## config.mk

```make
export PLATFORM = sky130hd
export DESIGN_NAME = dmem_access_ctrl_flat
export DESIGN_NICKNAME = d
export VERILOG_FILES = /design/src/rtl/dmem_access_ctrl_if.sv /design/src/rtl/dmem_access_ctrl.sv /design/src/flat_wrapper.sv
export SDC_FILE = /design/constraint.sdc
export NUM_CORES = 1
export LEC_CHECK = 0
export CAP_MARGIN = 20
export CORE_AREA = 3 3 181 183
export CTS_CLUSTER_SIZE = 8
export DETAILED_ROUTE_END_ITERATION = 12
export DIE_AREA = 0 0 184 186
export GPL_TIMING_DRIVEN = 0
export PLACE_DENSITY = 0.68
export SLEW_MARGIN = 20
export SYNTH_ARGS = -nofsm -noshare
export SYNTH_HDL_FRONTEND = slang
export SYNTH_SLANG_ARGS = --single-unit
```

## constraint.sdc

```tcl
create_clock -name clk -period 4.61 [get_ports clk]
set_input_delay 1.1525 -clock clk [delete_from_list [all_inputs] [get_ports clk]]
set_output_delay 1.1525 -clock clk [all_outputs]
set_load 0.03 [all_outputs]
```

## src/rtl/dmem_access_ctrl_if.sv

```systemverilog
// Bundle of CPU, loader and data_memory signals around dmem_access_ctrl.
// Handshake: cpu_req is a valid that must hold cpu_* stable until a cycle
// with cpu_ready=1 (the access completes in that cycle); ldr_req likewise
// holds ldr_* until the cycle with ldr_ack=1.
interface dmem_access_ctrl_if #(
  parameter int IDX_W = 10
);
  logic              cpu_req;
  logic              cpu_we;
  logic [2:0]        cpu_funct3;
  logic [63:0]       cpu_addr;
  logic [63:0]       cpu_wdata;
  logic [63:0]       cpu_rdata;
  logic              cpu_ready;
  logic              cpu_misalign;
  logic              ldr_req;
  logic [IDX_W-1:0]  ldr_idx;
  logic [63:0]       ldr_wdata;
  logic              ldr_ack;
  logic              mem_read;
  logic              mem_write;
  logic [63:0]       mem_addr;
  logic [63:0]       mem_wdata;
  logic [63:0]       mem_rdata;
  logic              dbg_state;

  // Controller side
  modport slave (
    input  cpu_req, cpu_we, cpu_funct3, cpu_addr, cpu_wdata,
    output cpu_rdata, cpu_ready, cpu_misalign,
    input  ldr_req, ldr_idx, ldr_wdata,
    output ldr_ack,
    output mem_read, mem_write, mem_addr, mem_wdata,
    input  mem_rdata,
    output dbg_state
  );

  // Core / loader / memory side
  modport master (
    output cpu_req, cpu_we, cpu_funct3, cpu_addr, cpu_wdata,
    input  cpu_rdata, cpu_ready, cpu_misalign,
    output ldr_req, ldr_idx, ldr_wdata,
    input  ldr_ack,
    input  mem_read, mem_write, mem_addr, mem_wdata,
    output mem_rdata,
    input  dbg_state
  );
endinterface

```

## src/rtl/dmem_access_ctrl.sv

```systemverilog
// Data memory access sequencer: converts MEM-stage loads/stores into
// doubleword memory operations, does sub-doubleword stores as a 2-cycle
// read-modify-write, and shares the memory with a boot loader write port.
module dmem_access_ctrl #(
  parameter int IDX_W = 10
) (
  input  logic              clk,
  input  logic              rst,
  dmem_access_ctrl_if.slave bus
);

  localparam logic [0:0] S_IDLE   = 1'b0;
  localparam logic [0:0] S_RMW_WR = 1'b1;

  logic [0:0]       state_q, state_d;
  logic [IDX_W-1:0] idx_q, idx_d;
  logic [63:0]      merged_q, merged_d;

  logic [1:0]       sz_code;
  logic [2:0]       off;
  logic [IDX_W-1:0] cpu_idx;
  logic             misalign;
  logic [63:0]      lane;
  logic [63:0]      load_val;
  logic [7:0]       bmask;
  logic [7:0]       bmask_sh;
  logic [63:0]      wmask;
  logic [63:0]      merge_val;

  // Decode access size, lane, alignment, load extension and store merge
  always_comb begin
    sz_code  = bus.cpu_funct3[1:0];
    off      = bus.cpu_addr[2:0];
    cpu_idx  = bus.cpu_addr[IDX_W+2:3];
    misalign = 1'b0;
    bmask    = 8'hFF;
    load_val = 64'd0;
    wmask    = 64'd0;
    lane     = bus.mem_rdata >> {off, 3'b000};
    case (sz_code)
      2'b00: begin
        bmask    = 8'h01;
        load_val = {{56{lane[7] & ~bus.cpu_funct3[2]}}, lane[7:0]};
      end
      2'b01: begin
        misalign = off[0];
        bmask    = 8'h03;
        load_val = {{48{lane[15] & ~bus.cpu_funct3[2]}}, lane[15:0]};
      end
      2'b10: begin
        misalign = (off[1:0] != 2'b00);
        bmask    = 8'h0F;
        load_val = {{32{lane[31] & ~bus.cpu_funct3[2]}}, lane[31:0]};
      end
      default: begin
        misalign = (off != 3'b000);
        bmask    = 8'hFF;
        load_val = bus.mem_rdata;
      end
    endcase
    bmask_sh = bmask << off;
    for (int i = 0; i < 8; i++) begin
      wmask[8*i +: 8] = {8{bmask_sh[i]}};
    end
    merge_val = (bus.mem_rdata & ~wmask) | ((bus.cpu_wdata << {off, 3'b000}) & wmask);
  end

  // Next-state and output logic; everything is forced to 0 while in reset
  always_comb begin
    state_d          = state_q;
    idx_d            = idx_q;
    merged_d         = merged_q;
    bus.cpu_rdata    = 64'd0;
    bus.cpu_ready    = 1'b0;
    bus.cpu_misalign = 1'b0;
    bus.ldr_ack      = 1'b0;
    bus.mem_read     = 1'b0;
    bus.mem_write    = 1'b0;
    bus.mem_addr     = 64'd0;
    bus.mem_wdata    = 64'd0;
    bus.dbg_state    = state_q;
    if (state_q == S_RMW_WR) begin
      // Commit the merged doubleword; the loader waits for IDLE
      bus.mem_write = 1'b1;
      bus.mem_addr  = {{(64-IDX_W){1'b0}}, idx_q};
      bus.mem_wdata = merged_q;
      bus.cpu_ready = 1'b1;
      state_d       = S_IDLE;
    end else if (bus.ldr_req) begin
      bus.mem_write = 1'b1;
      bus.mem_addr  = {{(64-IDX_W){1'b0}}, bus.ldr_idx};
      bus.mem_wdata = bus.ldr_wdata;
      bus.ldr_ack   = 1'b1;
    end else if (bus.cpu_req) begin
      if (misalign) begin
        bus.cpu_misalign = 1'b1;
        bus.cpu_ready    = 1'b1;
      end else if (!bus.cpu_we) begin
        bus.mem_read  = 1'b1;
        bus.mem_addr  = {{(64-IDX_W){1'b0}}, cpu_idx};
        bus.cpu_rdata = load_val;
        bus.cpu_ready = 1'b1;
      end else if (sz_code == 2'b11) begin
        bus.mem_write = 1'b1;
        bus.mem_addr  = {{(64-IDX_W){1'b0}}, cpu_idx};
        bus.mem_wdata = bus.cpu_wdata;
        bus.cpu_ready = 1'b1;
      end else begin
        // Read phase of the partial store: capture index and merged word
        bus.mem_read = 1'b1;
        bus.mem_addr = {{(64-IDX_W){1'b0}}, cpu_idx};
        idx_d        = cpu_idx;
        merged_d     = merge_val;
        state_d      = S_RMW_WR;
      end
    end
    if (rst) begin
      bus.cpu_rdata    = 64'd0;
      bus.cpu_ready    = 1'b0;
      bus.cpu_misalign = 1'b0;
      bus.ldr_ack      = 1'b0;
      bus.mem_read     = 1'b0;
      bus.mem_write    = 1'b0;
      bus.mem_addr     = 64'd0;
      bus.mem_wdata    = 64'd0;
      bus.dbg_state    = 1'b0;
    end
  end

  // State and RMW capture registers; async reset drops any pending write
  always_ff @(posedge clk or posedge rst) begin
    if (rst) begin
      state_q  <= S_IDLE;
      idx_q    <= '0;
      merged_q <= 64'd0;
    end else begin
      state_q  <= state_d;
      idx_q    <= idx_d;
      merged_q <= merged_d;
    end
  end

endmodule

```

## src/flat_wrapper.sv

```systemverilog
// flat-port wrapper written by rule: the top's interface ports become plain ports
module dmem_access_ctrl_flat 
#(
  parameter int IDX_W = 10
)
  (clk, rst, bus_cpu_req, bus_cpu_we, bus_cpu_funct3, bus_cpu_addr, bus_cpu_wdata, bus_cpu_rdata, bus_cpu_ready, bus_cpu_misalign, bus_ldr_req, bus_ldr_idx, bus_ldr_wdata, bus_ldr_ack, bus_mem_read, bus_mem_write, bus_mem_addr, bus_mem_wdata, bus_mem_rdata, bus_dbg_state);
  dmem_access_ctrl_if #(.IDX_W(IDX_W)) bus_i ();
  input  logic clk;
  input  logic rst;
  input wire logic [$bits(bus_i.cpu_req)-1:0] bus_cpu_req;
  input wire logic [$bits(bus_i.cpu_we)-1:0] bus_cpu_we;
  input wire logic [$bits(bus_i.cpu_funct3)-1:0] bus_cpu_funct3;
  input wire logic [$bits(bus_i.cpu_addr)-1:0] bus_cpu_addr;
  input wire logic [$bits(bus_i.cpu_wdata)-1:0] bus_cpu_wdata;
  output wire logic [$bits(bus_i.cpu_rdata)-1:0] bus_cpu_rdata;
  output wire logic [$bits(bus_i.cpu_ready)-1:0] bus_cpu_ready;
  output wire logic [$bits(bus_i.cpu_misalign)-1:0] bus_cpu_misalign;
  input wire logic [$bits(bus_i.ldr_req)-1:0] bus_ldr_req;
  input wire logic [$bits(bus_i.ldr_idx)-1:0] bus_ldr_idx;
  input wire logic [$bits(bus_i.ldr_wdata)-1:0] bus_ldr_wdata;
  output wire logic [$bits(bus_i.ldr_ack)-1:0] bus_ldr_ack;
  output wire logic [$bits(bus_i.mem_read)-1:0] bus_mem_read;
  output wire logic [$bits(bus_i.mem_write)-1:0] bus_mem_write;
  output wire logic [$bits(bus_i.mem_addr)-1:0] bus_mem_addr;
  output wire logic [$bits(bus_i.mem_wdata)-1:0] bus_mem_wdata;
  input wire logic [$bits(bus_i.mem_rdata)-1:0] bus_mem_rdata;
  output wire logic [$bits(bus_i.dbg_state)-1:0] bus_dbg_state;
  assign bus_i.cpu_req = bus_cpu_req;
  assign bus_i.cpu_we = bus_cpu_we;
  assign bus_i.cpu_funct3 = bus_cpu_funct3;
  assign bus_i.cpu_addr = bus_cpu_addr;
  assign bus_i.cpu_wdata = bus_cpu_wdata;
  assign bus_cpu_rdata = bus_i.cpu_rdata;
  assign bus_cpu_ready = bus_i.cpu_ready;
  assign bus_cpu_misalign = bus_i.cpu_misalign;
  assign bus_i.ldr_req = bus_ldr_req;
  assign bus_i.ldr_idx = bus_ldr_idx;
  assign bus_i.ldr_wdata = bus_ldr_wdata;
  assign bus_ldr_ack = bus_i.ldr_ack;
  assign bus_mem_read = bus_i.mem_read;
  assign bus_mem_write = bus_i.mem_write;
  assign bus_mem_addr = bus_i.mem_addr;
  assign bus_mem_wdata = bus_i.mem_wdata;
  assign bus_i.mem_rdata = bus_mem_rdata;
  assign bus_dbg_state = bus_i.dbg_state;
  dmem_access_ctrl #(.IDX_W(IDX_W)) u_core (.clk(clk), .rst(rst), .bus(bus_i));
endmodule
```

Word-level counts from Yosys, hierarchy flattened
Index checks and enable logic that the tools add are counted.

word-level totals
  logic and storage cells = 80
  flip-flop bits (word level) = 75
  input bits = 274
  output and inout port bits = 198

operators by class
  shift-type cells = 3
  multiplexer cells = 55
  reductions and logical operators = 4
  bitwise logic cells = 12
  equal/unequal tests = 3

operators with widths
  operator            number
  $mux 64             17
  $pmux 64 s3         1
  $and 64x64->64      2
  $not 64->64         1
  $or 64x64->64       1
  $shl 64x6->64       1
  $shr 64x6->32       1
  $mux 1              34
  $pmux 8 s3          1
  $mux 10             1
  $shl 8x3->8         1
  $reduce_and 6->1    1
  $not 1->1           5
  $eq 2x2->1 const B  2
  $and 1x1->1         3
  $pmux 1 s3          1
  $reduce_bool 3->1   1
  $eq 2x1->1 const B  1
  $logic_not 2->1     1
  $reduce_bool 2->1   1

Longest topological paths before layout
  depth in word-level cells = 9
  mapped depth = 9

Worst setup path after synthesis
Ideal clock, no wire load.

  kind = input port to output port
  start point = input bus_cpu_addr[0]
  end point = output bus_cpu_rdata[0]
  path slack = 184 ps
  data required time = 3458 ps
  arrival = 3274 ps
  stages on the path = 7
  cell sequence = buf_6 > buf_6 > buf_2 > buf_2 > buf_2 > mux4_2 > a211oi_1

between the ends
  word-level cells in the longest chain between the ends = 8
  elaborated cells between the ends (all ways) = 11
  classes of those cells = shift: 1; mux: 8; reduce/logical: 2

RTL lines
  item           line                     text
  from (decl)    flat_wrapper.sv:13       input wire logic [$bits(bus_i.cpu_addr)-1:0] bus_cpu_addr;
  $shr 64x6->32  dmem_access_ctrl.sv:39   lane = bus.mem_rdata >> {off, 3'b000};
  $pmux 64 s3    dmem_access_ctrl.sv:40   case (sz_code)
  $mux 64        dmem_access_ctrl.sv:98   end else if (!bus.cpu_we) begin
  $mux 64 (*)    dmem_access_ctrl.sv:95   if (misalign) begin
  $mux 64 (*)    dmem_access_ctrl.sv:94   end else if (bus.cpu_req) begin
  $mux 64 (*)    dmem_access_ctrl.sv:89   end else if (bus.ldr_req) begin
  $mux 64 (*)    dmem_access_ctrl.sv:82   if (state_q == S_RMW_WR) begin
  $mux 64 (*)    dmem_access_ctrl.sv:117  if (rst) begin
  to (decl)      flat_wrapper.sv:15       output wire logic [$bits(bus_i.cpu_rdata)-1:0] bus_cpu_rdata;

Mark *: on every way between the ends. The rest lies on a longest branch, timed or not.

Worst setup path after layout
  start point = input bus_mem_rdata[39]
  end point = output bus_cpu_rdata[26]

between the ends
  word-level cells in the longest chain between the ends = 9
  elaborated cells between the ends (all ways) = 10
  classes of those cells = shift: 1; mux: 7; bitwise: 2

RTL lines
  item                                   line                                            text
  from (decl)                            flat_wrapper.sv:26                              input wire logic [$bits(bus_i.mem_rdata)-1:0] bus_mem_rdata;
  $shr 64x6->32 (*)                      dmem_access_ctrl.sv:39
  $and 1x1->1, on equally long branches  dmem_access_ctrl.sv:48, dmem_access_ctrl.sv:43
  $pmux 64 s3 (*)                        dmem_access_ctrl.sv:40
  $mux 64 (*)                            dmem_access_ctrl.sv:98
  $mux 64 (*)                            dmem_access_ctrl.sv:95
  $mux 64 (*)                            dmem_access_ctrl.sv:94
  $mux 64 (*)                            dmem_access_ctrl.sv:89
  $mux 64 (*)                            dmem_access_ctrl.sv:82
  $mux 64 (*)                            dmem_access_ctrl.sv:117

Marks and branches as above.

==> results.json <==
{
  "io_pins": 472,
  "drt_pass1_iterations": 8,
  "cts_hold_buf": 0,
  "p_comb_frac": 0.437,
  "synth.distinct_cells": 57,
  "cts_tree": "done",
  "pwr-share-clk": 0.262,
  "dpl_cell_area_um2": 13300,
  "grt_pass1_vias": 11155,
  "drt_wl_total_um": 55400,
  "cp_top_family": "buffers and inverters",
  "p_leak_nw": 6.44,
  "r2r-start": "u_core.state_q",
  "final_util": 0.447,
  "p_int_mw": 1.86,
  "cts.clk_slew.worst_paths_ns": 0.06,
  "clk_latency_ns": 0.35,
  "synth_seq_area_share": 0.210,
  "synth_area_leader_cell": "dfrtp_1",
  "overflow": 0,
  "ir_worst_vdd_mv": 0.146,
  "finalClockSkew_ns": 0.00521,
  "min_period_over_period": 0.992,
  "cts_made_buffers": 9,
  "clk_path_buf_depth": 2,
  "coreArea_um2": 31400,
  "track_usage": 0.308,
  "num_vias": 11417,
  "htreeDepth": 3,
  "setup_violations": 0,
  "synth_area_um2": 8930,
  "drc": 0,
  "syn_avg_cell_area_um2": 8.22,
  "grt_start_max_net_pins": 56,
  "rsz0062_at_grt": "false",
  "maxCapViolations": 0,
  "synth_flop_cell": "dfrtp_1",
  "endpoint_kind": "primary output",
  "row_count": 65,
  "fin_area_um2": 14000,
  "critPathMaxStageDelay_ns": 0.50,
  "async_flop_share": 1.00,
  "synth_edf_count": 0,
  "path_buf_inv": 4,
  "vias_per_cell": 5.90,
  "critPathSlowestCell": "mux4_2",
  "ys_warn_count": 0,
  "regArea_um2": 1880,
  "switchingPower_mw": 1.17,
  "gp_congestion": 1.03,
  "dp.cells": 1907,
  "status": "completed",
  "crit_type": "primary input to primary output",
  "die_h_um": 186,
  "antenna_found_initial": 0,
  "multiInputGateArea_um2": 6220,
  "hold_viol_final": 0,
  "drive_above_1_share": 0.242,
  "sequentialPowerShare": 0.301,
  "maxSlewHeadroom": 0.153,
  "fin_cells": 1934,
  "post_drt_wl_per_cell_um": 28.7,
  "powerDensity_nw_per_um2": 217,
  "insertedDiodeCount": 0,
  "n_fill_cell": 3116,
  "antenna_left": 0,
  "root_buffer": "clkbuf_16",
  "required_ns": 3.46,
  "final_nets": 1802,
  "slew_violations": 0,
  "io_buffers": 364,
  "post-dp-hpwl_um": 43900,
  "crit_chain": "clkdlybuf4s15_2 > mux2i_1 > mux4_2 > or4_4 > and2_1 > buf_6 > buf_8 > a21oi_1 > buf_4",
  "fin_hold_ws_ns": 0.473,
  "syn2layout_area_growth_pct": 56.9,
  "yosysTopAreaCellShare": 0.210,
  "hold_class": "flop to flop",
  "cp-start-kind": "primary input",
  "cp_max_fo": 10,
  "fmax_ghz": 0.219,
  "fin_crit_ns": 4.57,
  "min-delay-start": "u_core.merged_q[40]",
  "critPathLaunch": "bus_mem_rdata[39]",
  "netlist_instances": 1087,
  "clock-sinks": 75,
  "die_x_um": 184,
  "synth_seq_cells": 75,
  "initial_utilization": 0.285,
  "power.share.switching": 0.386,
  "arrival_ns": 3.42,
  "grt_pass1_wl_um": 77000,
  "worst_slew_pin_slew_ns": 1.27,
  "first_iter_violations": 1546,
  "synthTopCellsByArea": "dfrtp_1, mux2i_1, mux4_2",
  "die_area_um2": 34200
}
==> final timing paths <==
path	to	slack [ns]	cells past startpoint
setup / recovery	bus_cpu_rdata[26]	0.04	9
max in group asynchronous	u_core.merged_q[25]	2.95	3
setup reg to reg	u_core.merged_q[19]	2.15	6
hold reg to reg	u_core.merged_q[40]	0.47	2
min in group asynchronous	u_core.state_q	1.07	2
hold / removal	u_core.merged_q[40]	0.47	2
==> worst reg2reg max path: stages (launching register included) <==
cell,delay (ns)
dfrtp_1,0.51
or3_1,0.22
clkbuf_1,0.51
clkbuf_1,0.40
buf_1,0.53
nand2_1,0.10
o21ai_0,0.10
==> power by group through the flow <==
stage	clock network (mW)	registers (mW)	logic [mW]
final	0.795	0.915	1.33
after global routing	0.825	0.930	1.41
after CTS	0.797	0.911	1.29
after detailed placement	0	0.922	1.27
after global placement	0	0.919	1.26
after floorplan	0	0.879	0.696
==> synthesized netlist by cell type (all sizes together) (3+ instances only) <==
cell and n:
a211oi 28, a21oi 51, a221oi 6, a222oi 74, a22o 6, a22oi 14
a2bb2oi 10, a311oi 5, a31oi 9, buf 102, clkbuf 61, dfrtp 75
inv 78, mux2 5, mux2i 110, mux4 43, nand2 129, nand2b 5
nor2 46, nor2b 17, nor3 12, o21a 34, o21ai 121, o22ai 3
o2bb2ai 4, o31ai 7
==> placed cells by master, fill, tap and decap left out, drive strengths merged, types with 6 or more instances in the layout <==
cell and instances:
nor3 12, o21a 34, clkbuf 74, a221oi 6, clkdlybuf4s50 216, a222oi 74
nor2b 17, a211oi 28, conb 54, o31ai 7, a31oi 9, a21oi 51
nand2 129, a22o 6, dlygate4sd2 11, clkdlybuf4s15 76, o21ai 121, dfrtp 75
inv 78, nor2 46, buf 167, a2bb2oi 10, mux4 43, a22oi 14
mux2i 110
==> final cells by class <==
| cell class | instances | share of cell area |
|---|---|---|
| clock inverter | 4 | 0.00527 |
| timing repair buffer | 378 | 0.266 |
| tap | 402 | 0.0359 |
| sequential | 75 | 0.134 |
| multi-input combinational | 823 | 0.444 |
| buffer | 161 | 0.0755 |
| clock buffer | 11 | 0.0180 |
| inverter | 80 | 0.0220 |
==> logic make-up (layout without fill, tap and decap cells) <==
group	count (synthesis)	after routing	share of synthesized area
buffers and inverters	243	634	0.136
muxes	158	158	0.238
AOI/OAI and AO/OA	387	387	0.309
and+or+nand+nor	223	224	0.107
DFF	75	75	0.210
other	1	54	0.000420
==> metrics by stage <==
step	power (mW)	setup WS, ns	TNS (ns)
finish	3.04	0.0375	0
global route	3.16	0.000576	0
CTS	3.00	0.00108	0
detailed placement	2.19	-1.80	-185.15
global placement	2.18	-1.80	-186.75
floorplan	1.58	0.184	0
==> state kept, by name, indices dropped and copies added (netlist names) <==
name and count:
u_core.state_q 1, u_core.merged_q 64, u_core.idx_q 10
==> routing by layer <==
metal / wire length (um) / track usage
met5: 0 / 0
met4: 2400 / 0.119
met3: 6250 / 0.0735
met2: 25000 / 0.493
met1: 21800 / 0.405
==> timing repair <==
item                       4_1_cts  5_1_grt
resized for setup              647       41
gates cloned                     0        1
buffers inserted                10        2
pin swaps                       12        4
setup endpoints to repair      142      116
Power figures use the tool's default switching activity.
